## config.mk

```make
export PLATFORM = sky130hd
export DESIGN_NAME = capture_ctrl
export DESIGN_NICKNAME = d
export VERILOG_FILES = /design/src/rtl/capture_ctrl.sv
export SDC_FILE = /design/constraint.sdc
export NUM_CORES = 1
export LEC_CHECK = 0
export ABC_AREA = 1
export CAP_MARGIN = 15
export CELL_PAD_IN_SITES_DETAIL_PLACEMENT = 0
export CELL_PAD_IN_SITES_GLOBAL_PLACEMENT = 1
export CORE_ASPECT_RATIO = 0.75
export CORE_UTILIZATION = 40
export DETAILED_ROUTE_END_ITERATION = 10
export MAX_ROUTING_LAYER = met4
export PLACE_DENSITY_LB_ADDON = 0.1
export SKIP_LAST_GASP = 1
export SLEW_MARGIN = 10
export SYNTH_ARGS = -nofsm -noshare
export SYNTH_HDL_FRONTEND = slang
export SYNTH_SLANG_ARGS = --single-unit
```

## constraint.sdc

```tcl
create_clock -name clk -period 2.6 [get_ports clk]
set_input_delay 0.39 -clock clk [delete_from_list [all_inputs] [get_ports clk]]
set_output_delay 0.39 -clock clk [all_outputs]
set_load 0.05 [all_outputs]
```

## src/rtl/capture_ctrl.sv

```systemverilog
// capture_ctrl: sample-capture controller for the 5-channel logic analyzer.
// Streams decimated samples into a circular RAM, arms the trigger once enough
// pre-trigger history is stored, and ends the capture after the requested
// number of post-trigger samples. Pairs with trigger_logic (armed / triggered /
// set_capture_done handshake).
module capture_ctrl #(
    parameter int ENTRIES = 384,
    parameter int AW      = 9
) (
    input  logic          clk,
    input  logic          rst_n,
    input  logic          run,
    input  logic          capture_done,
    input  logic          wrt_smpl,
    input  logic          triggered,
    input  logic [AW-1:0] trig_pos,
    output logic          we,
    output logic [AW-1:0] waddr,
    output logic          armed,
    output logic          set_capture_done,
    output logic [AW-1:0] trig_addr
);

    typedef enum logic [1:0] {
        IDLE    = 2'd0,
        CAPTURE = 2'd1,
        WAIT_RD = 2'd2
    } state_t;

    // Depth constants at the widths they are compared against
    localparam logic [AW+1:0] LP_ENT2 = (AW+2)'(ENTRIES);
    localparam logic [AW:0]   LP_ENT1 = (AW+1)'(ENTRIES);
    localparam logic [AW-1:0] LP_LAST = AW'(ENTRIES - 1);

    state_t        r_state;
    state_t        w_state_next;
    logic [AW-1:0] r_waddr;
    logic [AW-1:0] r_trig_addr;
    logic [AW:0]   r_smpl_cnt;
    logic [AW:0]   r_trig_cnt;
    logic          r_armed;
    logic          r_done;

    logic [AW:0]   w_tp_eff;
    logic [AW+1:0] w_arm_sum;
    logic          w_arm_hit;
    logic          w_start;
    logic          w_count_wr;
    logic          w_final;
    logic [AW-1:0] w_waddr_inc;

    // Post-trigger count clamped to 1..ENTRIES-1 so a capture always ends
    // and always leaves at least one pre-trigger sample.
    always_comb begin
        w_tp_eff = {1'b0, trig_pos};
        if (trig_pos == '0) begin
            w_tp_eff = (AW+1)'(1);
        end else if ({1'b0, trig_pos} >= LP_ENT1) begin
            w_tp_eff = LP_ENT1 - (AW+1)'(1);
        end
    end

    // Arm once the stored history plus the pending post-trigger samples fill
    // the RAM; wide sum so it cannot overflow. A trigger only counts while
    // armed, and the capture finishes on the tp_eff-th counted write.
    assign w_arm_sum   = {1'b0, r_smpl_cnt} + {1'b0, w_tp_eff} + (AW+2)'(1);
    assign w_arm_hit   = (w_arm_sum >= LP_ENT2);
    assign w_start     = run && !capture_done;
    assign w_count_wr  = wrt_smpl && triggered && r_armed;
    assign w_final     = w_count_wr && ((r_trig_cnt + (AW+1)'(1)) == w_tp_eff);
    assign w_waddr_inc = (r_waddr == LP_LAST) ? '0 : r_waddr + AW'(1);

    // State register
    always_ff @(posedge clk or negedge rst_n) begin
        if (!rst_n) begin
            r_state <= IDLE;
        end else begin
            r_state <= w_state_next;
        end
    end

    // Next-state and RAM write enable; WAIT_RD also waits out the pulse cycle,
    // since capture_done is only set by the edge that ends it.
    always_comb begin
        w_state_next = r_state;
        we           = 1'b0;
        case (r_state)
            IDLE: begin
                if (w_start) begin
                    w_state_next = CAPTURE;
                end
            end
            CAPTURE: begin
                we = wrt_smpl;
                if (!run) begin
                    w_state_next = IDLE;
                end else if (w_final) begin
                    w_state_next = WAIT_RD;
                end
            end
            WAIT_RD: begin
                if (!capture_done && !r_done) begin
                    w_state_next = IDLE;
                end
            end
            default: begin
                w_state_next = IDLE;
            end
        endcase
    end

    // Address, counters, arm flag and done pulse; only strobe cycles advance
    always_ff @(posedge clk or negedge rst_n) begin
        if (!rst_n) begin
            r_waddr     <= '0;
            r_trig_addr <= '0;
            r_smpl_cnt  <= '0;
            r_trig_cnt  <= '0;
            r_armed     <= 1'b0;
            r_done      <= 1'b0;
        end else begin
            r_done <= 1'b0;
            case (r_state)
                IDLE: begin
                    if (w_start) begin
                        r_waddr    <= '0;
                        r_smpl_cnt <= '0;
                        r_trig_cnt <= '0;
                        r_armed    <= 1'b0;
                    end
                end
                CAPTURE: begin
                    if (wrt_smpl) begin
                        r_waddr <= w_waddr_inc;
                        if (r_smpl_cnt != LP_ENT1) begin
                            r_smpl_cnt <= r_smpl_cnt + (AW+1)'(1);
                        end
                        if (w_arm_hit) begin
                            r_armed <= 1'b1;
                        end
                        if (w_count_wr) begin
                            r_trig_cnt <= r_trig_cnt + (AW+1)'(1);
                        end
                    end
                    // Abort outranks completion: no pulse once run drops
                    if (!run) begin
                        r_armed <= 1'b0;
                    end else if (w_final) begin
                        r_trig_addr <= r_waddr;
                        r_done      <= 1'b1;
                        r_armed     <= 1'b0;
                    end
                end
                default: begin
                end
            endcase
        end
    end

    assign waddr            = r_waddr;
    assign trig_addr        = r_trig_addr;
    assign armed            = r_armed;
    assign set_capture_done = r_done;

endmodule

```

# Yosys cells after proc, flatten, opt, wreduce, memory -nomap -nowiden
# Index checks and enable logic that the tools add are counted.
[word_totals] register_bits=42 latchBits=0 ramBits=0 romBits=0 out_inout_bits=21 elab_cells=71 memories=0
[op_classes] n_addsub=5 mul=0 div=0 order_cmp=2 n_eq_ne=13 shift=0 muxes=28 n_bitwise=0 n_reduce_logical=16
[ops] cell="$mux W10" n=6
[ops] cell="$pmux W10 S2" n=2
[ops] cell="$mux W9" n=4
[ops] cell="$add A10 B1 Y10 const B" n=2
[ops] cell="$pmux W9 S2" n=1
[ops] cell="$reduce_and A4 Y1" n=3
[ops] cell="$add A10 B10 Y11" n=1
[ops] cell="$add A11 B1 Y11 const B" n=1
[ops] cell="$ge A11 B9 Y1 const B" n=1
[ops] cell="$eq A10 B10 Y1" n=1
[ops] cell="$ne A10 B9 Y1 const B" n=1
[ops] cell="$ne A2 B2 Y1 const B" n=5
[ops] cell="$add A9 B1 Y9 const B" n=1
[ops] cell="$eq A9 B9 Y1 const B" n=1
[ops] cell="$ge A9 B9 Y1 const B" n=1
[ops] cell="$logic_not A9 Y1" n=1
[ops] cell="$mux W1" n=9
[ops] cell="$reduce_and A3 Y1" n=3
[ops] cell="$mux W2" n=4
[ops] cell="$ne A4 B4 Y1 const B" n=2
[ops] cell="$pmux W2 S3" n=1
[ops] cell="$logic_and A1 B1 Y1" n=5
[ops] cell="$ne A3 B3 Y1 const B" n=1
[ops] cell="$eq A2 B1 Y1 const B" n=1
[ops] cell="5 further kinds" n=6

# Depth between registers and ports, before layout
[depth] depth_word=11 ltp_mapped=19 mapped_depth_nobuf=19

# Worst setup path after synthesis
# Ideal clock, no wire load.
[synth_timing] path_kind="flip-flop to flip-flop" start="register r_state[1]" end="register r_smpl_cnt[4]" setup_time_ns=0.124 arrival_ns=1.987 path_slack_ns=0.489 path_stages_with_launch=11 path_buffers=0 path_cell_list="dfrtp_1 -> inv_1 -> nand2_2 -> nor2_2 -> nor2_2 -> inv_2 -> nand2_2 -> nor2_1 -> nand3_1 -> o21ai_0 -> a21oi_1"
[synth_via] elab_chain_len=3 word_cells_on_any_way=8 cone_classes="4 x eq/ne; 1 x mux; 3 x reduce/logical"
[synth_rtl] element="from (decl)" line="35" text="state_t r_state;"
[synth_rtl] element="from (signal assigned)" line="78" text="r_state <= w_state_next;"
[synth_rtl] element="$eq A2 B1 Y1 or $logic_not A2 Y1 (tied branches)" line="123" text="case (r_state)"
[synth_rtl] element="$ne A2 B2 Y1 (no source line) or $reduce_bool A2 Y1 (tied branches)"
[synth_rtl] element="$reduce_and A4 Y1 (no source line)"
[synth_rtl] element="to (signal assigned)" line="136" text="r_smpl_cnt <= r_smpl_cnt + (AW+1)'(1);"
[synth_rtl] element="to (decl)" line="39" text="logic [AW:0] r_smpl_cnt;"
# Parallel ways exist; a longest one is shown, timed or not.
# A chain may end at the register's enable or synchronous reset.

# Worst setup path after layout
[layout_timing] start="input port trig_pos[0]" end="register r_armed, in the netlist armed"
[layout_via] elab_chain_len=8 word_cells_on_any_way=15 cone_classes="2 x add/sub; 2 x order compare; 3 x eq/ne; 5 x mux; 3 x reduce/logical"
[layout_rtl] element="from (decl)" line="16" text="input logic [AW-1:0] trig_pos,"
[layout_rtl] element="$ge A9 B9 Y1" line="58" text="end else if ({1'b0, trig_pos} >= LP_ENT1) begin"
[layout_rtl] element="$mux W9" line="58"
[layout_rtl] element="$mux W10 *" line="56" text="if (trig_pos == '0) begin"
[layout_rtl] element="$add A10 B10 Y11 or $eq A10 B10 Y1 (tied branches)" line="66, 70"
[layout_rtl] element="$add A11 B1 Y11 or $logic_and A1 B1 Y1 (tied branches)" line="66, 70"
[layout_rtl] element="$ge A11 B9 Y1 or $mux W1 (tied branches)" line="67, 148"
[layout_rtl] element="$ne A4 B4 Y1 (no source line) or $mux W1 (tied branches)"
[layout_rtl] element="$reduce_and A4 Y1 (no source line) or $pmux W1 S2 (tied branches)"
[layout_rtl] element="to (signal assigned)" line="119" text="r_armed <= 1'b0;"
[layout_rtl] element="to (signal assigned)" line="129" text="r_armed <= 1'b0;"
[layout_rtl] element="to (signal assigned)" line="139" text="r_armed <= 1'b1;"
[layout_rtl] element="to (decl)" line="41" text="logic r_armed;"
# Every way passes the cells marked *; elsewhere a longest branch is shown, timed or not.

==> metrics.md <==
| Metric | Value |
|---|---|
| Share of the cycle needed by the critical path after routing | 87.7% |
| Clock sinks | 42 |
| Netlist area before placement | 0.00286 sq mm |
| Critical path class | in -> reg |
| Nets in the synthesized netlist | 438 |
| Die width | 99.6 um |
| Total routing resource utilization after global routing | 22.2% |
| Net total in the final layout | 491 |
| Boundary pin count | 36 |
| Relative max-transition margin | 58.3% |
| Resized cells post-CTS | 0 |
| Cell leakage power | 0.00174 uW |
| Result of the run | finished, final reports clean |
| Final ANT Viol Nets | 0 |
| CP required | 2.78 ns |
| First-pass GRT wire length | 12300 um |
| Count of vias placed by the detailed router | 2746 |
| End of the worst register-to-register path | trig_addr[1] |
| Max Cap Violations | 0 |
| Combinational Power Share | 31.4% |
| Final slew viol count | 0 |
| Flop2flop setup slack | 0.35 ns |
| Total core area | 0.00686 sq mm |
| Fmax | 438 MHz |
| Startpoint of the most critical setup path | trig_pos[0] |
| Number of flops mapped to enable cells by yosys | 0 |
| Worst r2r path cells | 12 |
| Most frequent cells in the layout | nand2_1, inv_1, nand3_1, nor2_1, dfrtp_1 |
| Leading register cell type out of synthesis | dfrtp_1 |
| Count of input and output buffers | 35 |
| Utilization of the core after routing | 50.9% |
| Placement-stage worst setup slack | 0.0197 ns |
| Unrepaired setup endpoints after global routing | false |
| Clock-pin slew reported for the worst setup and hold paths after clock tree synthesis | 0.09 ns |
| Drt via density | 4.89 |
| Share of synthesized area occupied by flip-flops and latches | 36.8% |
| Element type at the critical path start | primary input |
| Pin count of the biggest net entering global routing | 26 |
| Count of state elements after synthesis | 42 |
| Crit end category | flop |
| Placer Congestion | 0.874 |
| H-tree level count | 2 |
| Min-Delay Path Class | in -> async |
| Proportion of netlist area held by the largest area contributor | 36.8% |
| Placed wire-length estimate after detailed placement | 6130 um |
| Starting utilization of the core area | 41.6% |
| DRC marker count from the first detailed-route iteration | 168 |
| Clock tree from TritonCTS | done |
| Ratio of cells with drive above 1 in the final layout | 10.6% |
| Buffer levels on the longest clock path | 2 |
| Share of total power in the clock network | 24.6% |
| Hold bufs inserted after CTS | 0 |
| Worst Max-Slew Pin Slew | 0.626 ns |
| Number of antenna violations at the first check in global routing | 0 |
| DRC violation count after routing | 0 |
| Clk root buf | clkbuf_8 |
| Mean post-synth cell area | 6.97 sq um |
| # placed instances | 554 |
| Number of distinct library cells after synthesis | 27 |
| Reg-to-reg critical path startpoint | r_trig_cnt[1] |
| Setup-violating endpoint count in the final report | 0 |
| Clk_lat worst skew | 0.30 ns |
| Count of standard-cell rows | 26 |
| Worst IR Drop VDD | 0.400 mV |
| Cell type with the largest total area after synthesis | dfrtp_1 |
| Part of the power in registers | 44.0% |
| Share of synthesized registers carrying an async set or reset | 100% |
| Arrival time of data at the critical path endpoint | 2.46 ns |
| Switching power share of the total | 37.1% |
| Average detailed-routed wire length per instance | 13.5 um |
| Capture point of the worst path | armed |
| Ant diodes | 0 |
| Leftover overflow at the end of global routing | 0 |
| Switching power | 640 uW |
| Number of buffers added by the clock tree synthesis step | 5 |
| Number of standard cells in the layout, taps in and fillers out | 562 |
| Internal cell power | 1090 uW |
| Die area | 0.00749 sq mm |
| Growth of design area from synthesis to finish | 22.2% |
| Via count of the first global-routing pass | 2390 |
| Die H | 75.2 um |
| Power Density | 494 mW/mm^2 |
| Number of search-and-repair iterations in the first detailed-routing pass | 4 |
| Min Tclk post-route | 2.28 ns |
| Buffer count from post-CTS setup fixing | 0 |
| Hold Vio Cnt, Final | 0 |
| Main area contributors after synthesis | dfrtp_1, nand2_1, nand3_1, inv_1, ha_1 |
| Skew final | 0.00959 ns |
| Worst Slack Setup Final | 0.319 ns |
| Count of fill cells added during filler insertion | 715 |
| Power Total | 1730 uW |
| Critical path peak fanout | 2 |
| Warnings, synthesis | 0 |
| Most common library cell in the layout ignoring fill and taps | nand2_1 |
| Final wirelength | 7570 um |
| Number of standard cells after synthesis | 410 |
==> cell usage after synthesis (2+ instances only) <==
cell type and n:
a21oi_1 17, buf_6 2, clkbuf_1 2, dfrtp_1 42
ha_1 13, inv_1 50, inv_2 4, nand2_1 118
nand2_2 8, nand2_4 2, nand3_1 48, nand4_1 7
nor2_1 42, nor2_2 5, nor2_4 2, nor3_1 7
o21a_1 3, o21ai_0 13, o22ai_1 6, o31ai_1 5
or2_2 2, xor2_1 7
==> area by class of cell <==
class / count / area (sq um) / area share (%)
timing repair buffer: 50 / 455 / 13.0
tap: 98 / 123 / 3.51
multi-input combinational: 310 / 1570 / 45.1
clock inverter: 2 / 13.8 / 0.394
inverter: 54 / 203 / 5.81
sequential: 42 / 1050 / 30.1
clock buffer: 6 / 72.6 / 2.08
==> kinds of logic (layout without fill, tap and decap cells) <==
kind of cell,after synthesis,after routing,share of synthesized area [%]
compound gates,45,45,8.94
buf+inv,58,112,8.15
simple gates,244,244,38.0
flops,42,42,36.8
fa+ha+maj,13,13,5.69
xor+xnor,8,8,2.45
==> stage by stage <==
step | hold WS (ns) | cell area [sq um] | TNS (ns)
after global routing | 0.129 | 3490 | 0
after floorplan | 0.0944 | 2860 | 0
after CTS | 0.103 | 3490 | 0
after detailed placement | 0.438 | 3400 | 0
after global placement | 0.435 | 3400 | -0.00274
final | 0.100 | 3490 | 0
==> state kept, by name (all words and copies together), names as in the netlist <==
| name | flops |
|---|---|
| r_smpl_cnt | 10 |
| r_trig_cnt | 10 |
| trig_addr | 9 |
| waddr | 9 |
| r_state | 2 |
| armed | 1 |
| set_capture_done | 1 |
==> power groups by stage <==
stage	clock network [uW]	logic [uW]	registers [uW]
2_1_floorplan	0	288	812
3_3_place_gp	0	537	773
3_5_place_dp	0	540	772
4_1_cts	442	541	759
5_1_grt	467	605	766
6_report	425	542	760
==> worst max-delay path, cell delays in order <==
cell and delay (ns):
clkdlybuf4s50_1 0.42, or2_2 0.30, nor2_1 0.13, nand2_1 0.09, nand2_1 0.14, inv_1 0.06, ha_1 0.17, inv_1 0.06
nand2_1 0.05, nand2_1 0.05, nand3_1 0.07, nand2_1 0.07, nand2_1 0.06, nand2_1 0.06, nand2_1 0.04, nand3_1 0.07
nand2_1 0.06, a21oi_1 0.12, a21oi_1 0.05
==> per-layer routing <==
metal,GRT usage [%],routed length (um),vias up
li1,-,-,1433
met1,35.5,4290,1236
met2,28.6,2920,72
met3,3.90,315,5
met4,3.43,38,0
met5,-,0,-
==> worst min-delay path by stage <==
stage                      from          endpoint  slack [ns]
final                     rst_n  set_capture_done        0.10
after floorplan           rst_n             armed        0.09
after CTS                 rst_n     r_trig_cnt[1]        0.10
after global routing      rst_n     r_trig_cnt[3]        0.13
after detailed placement  rst_n  set_capture_done        0.44
after global placement    rst_n  set_capture_done        0.43
Power figures use the tool's default switching activity.
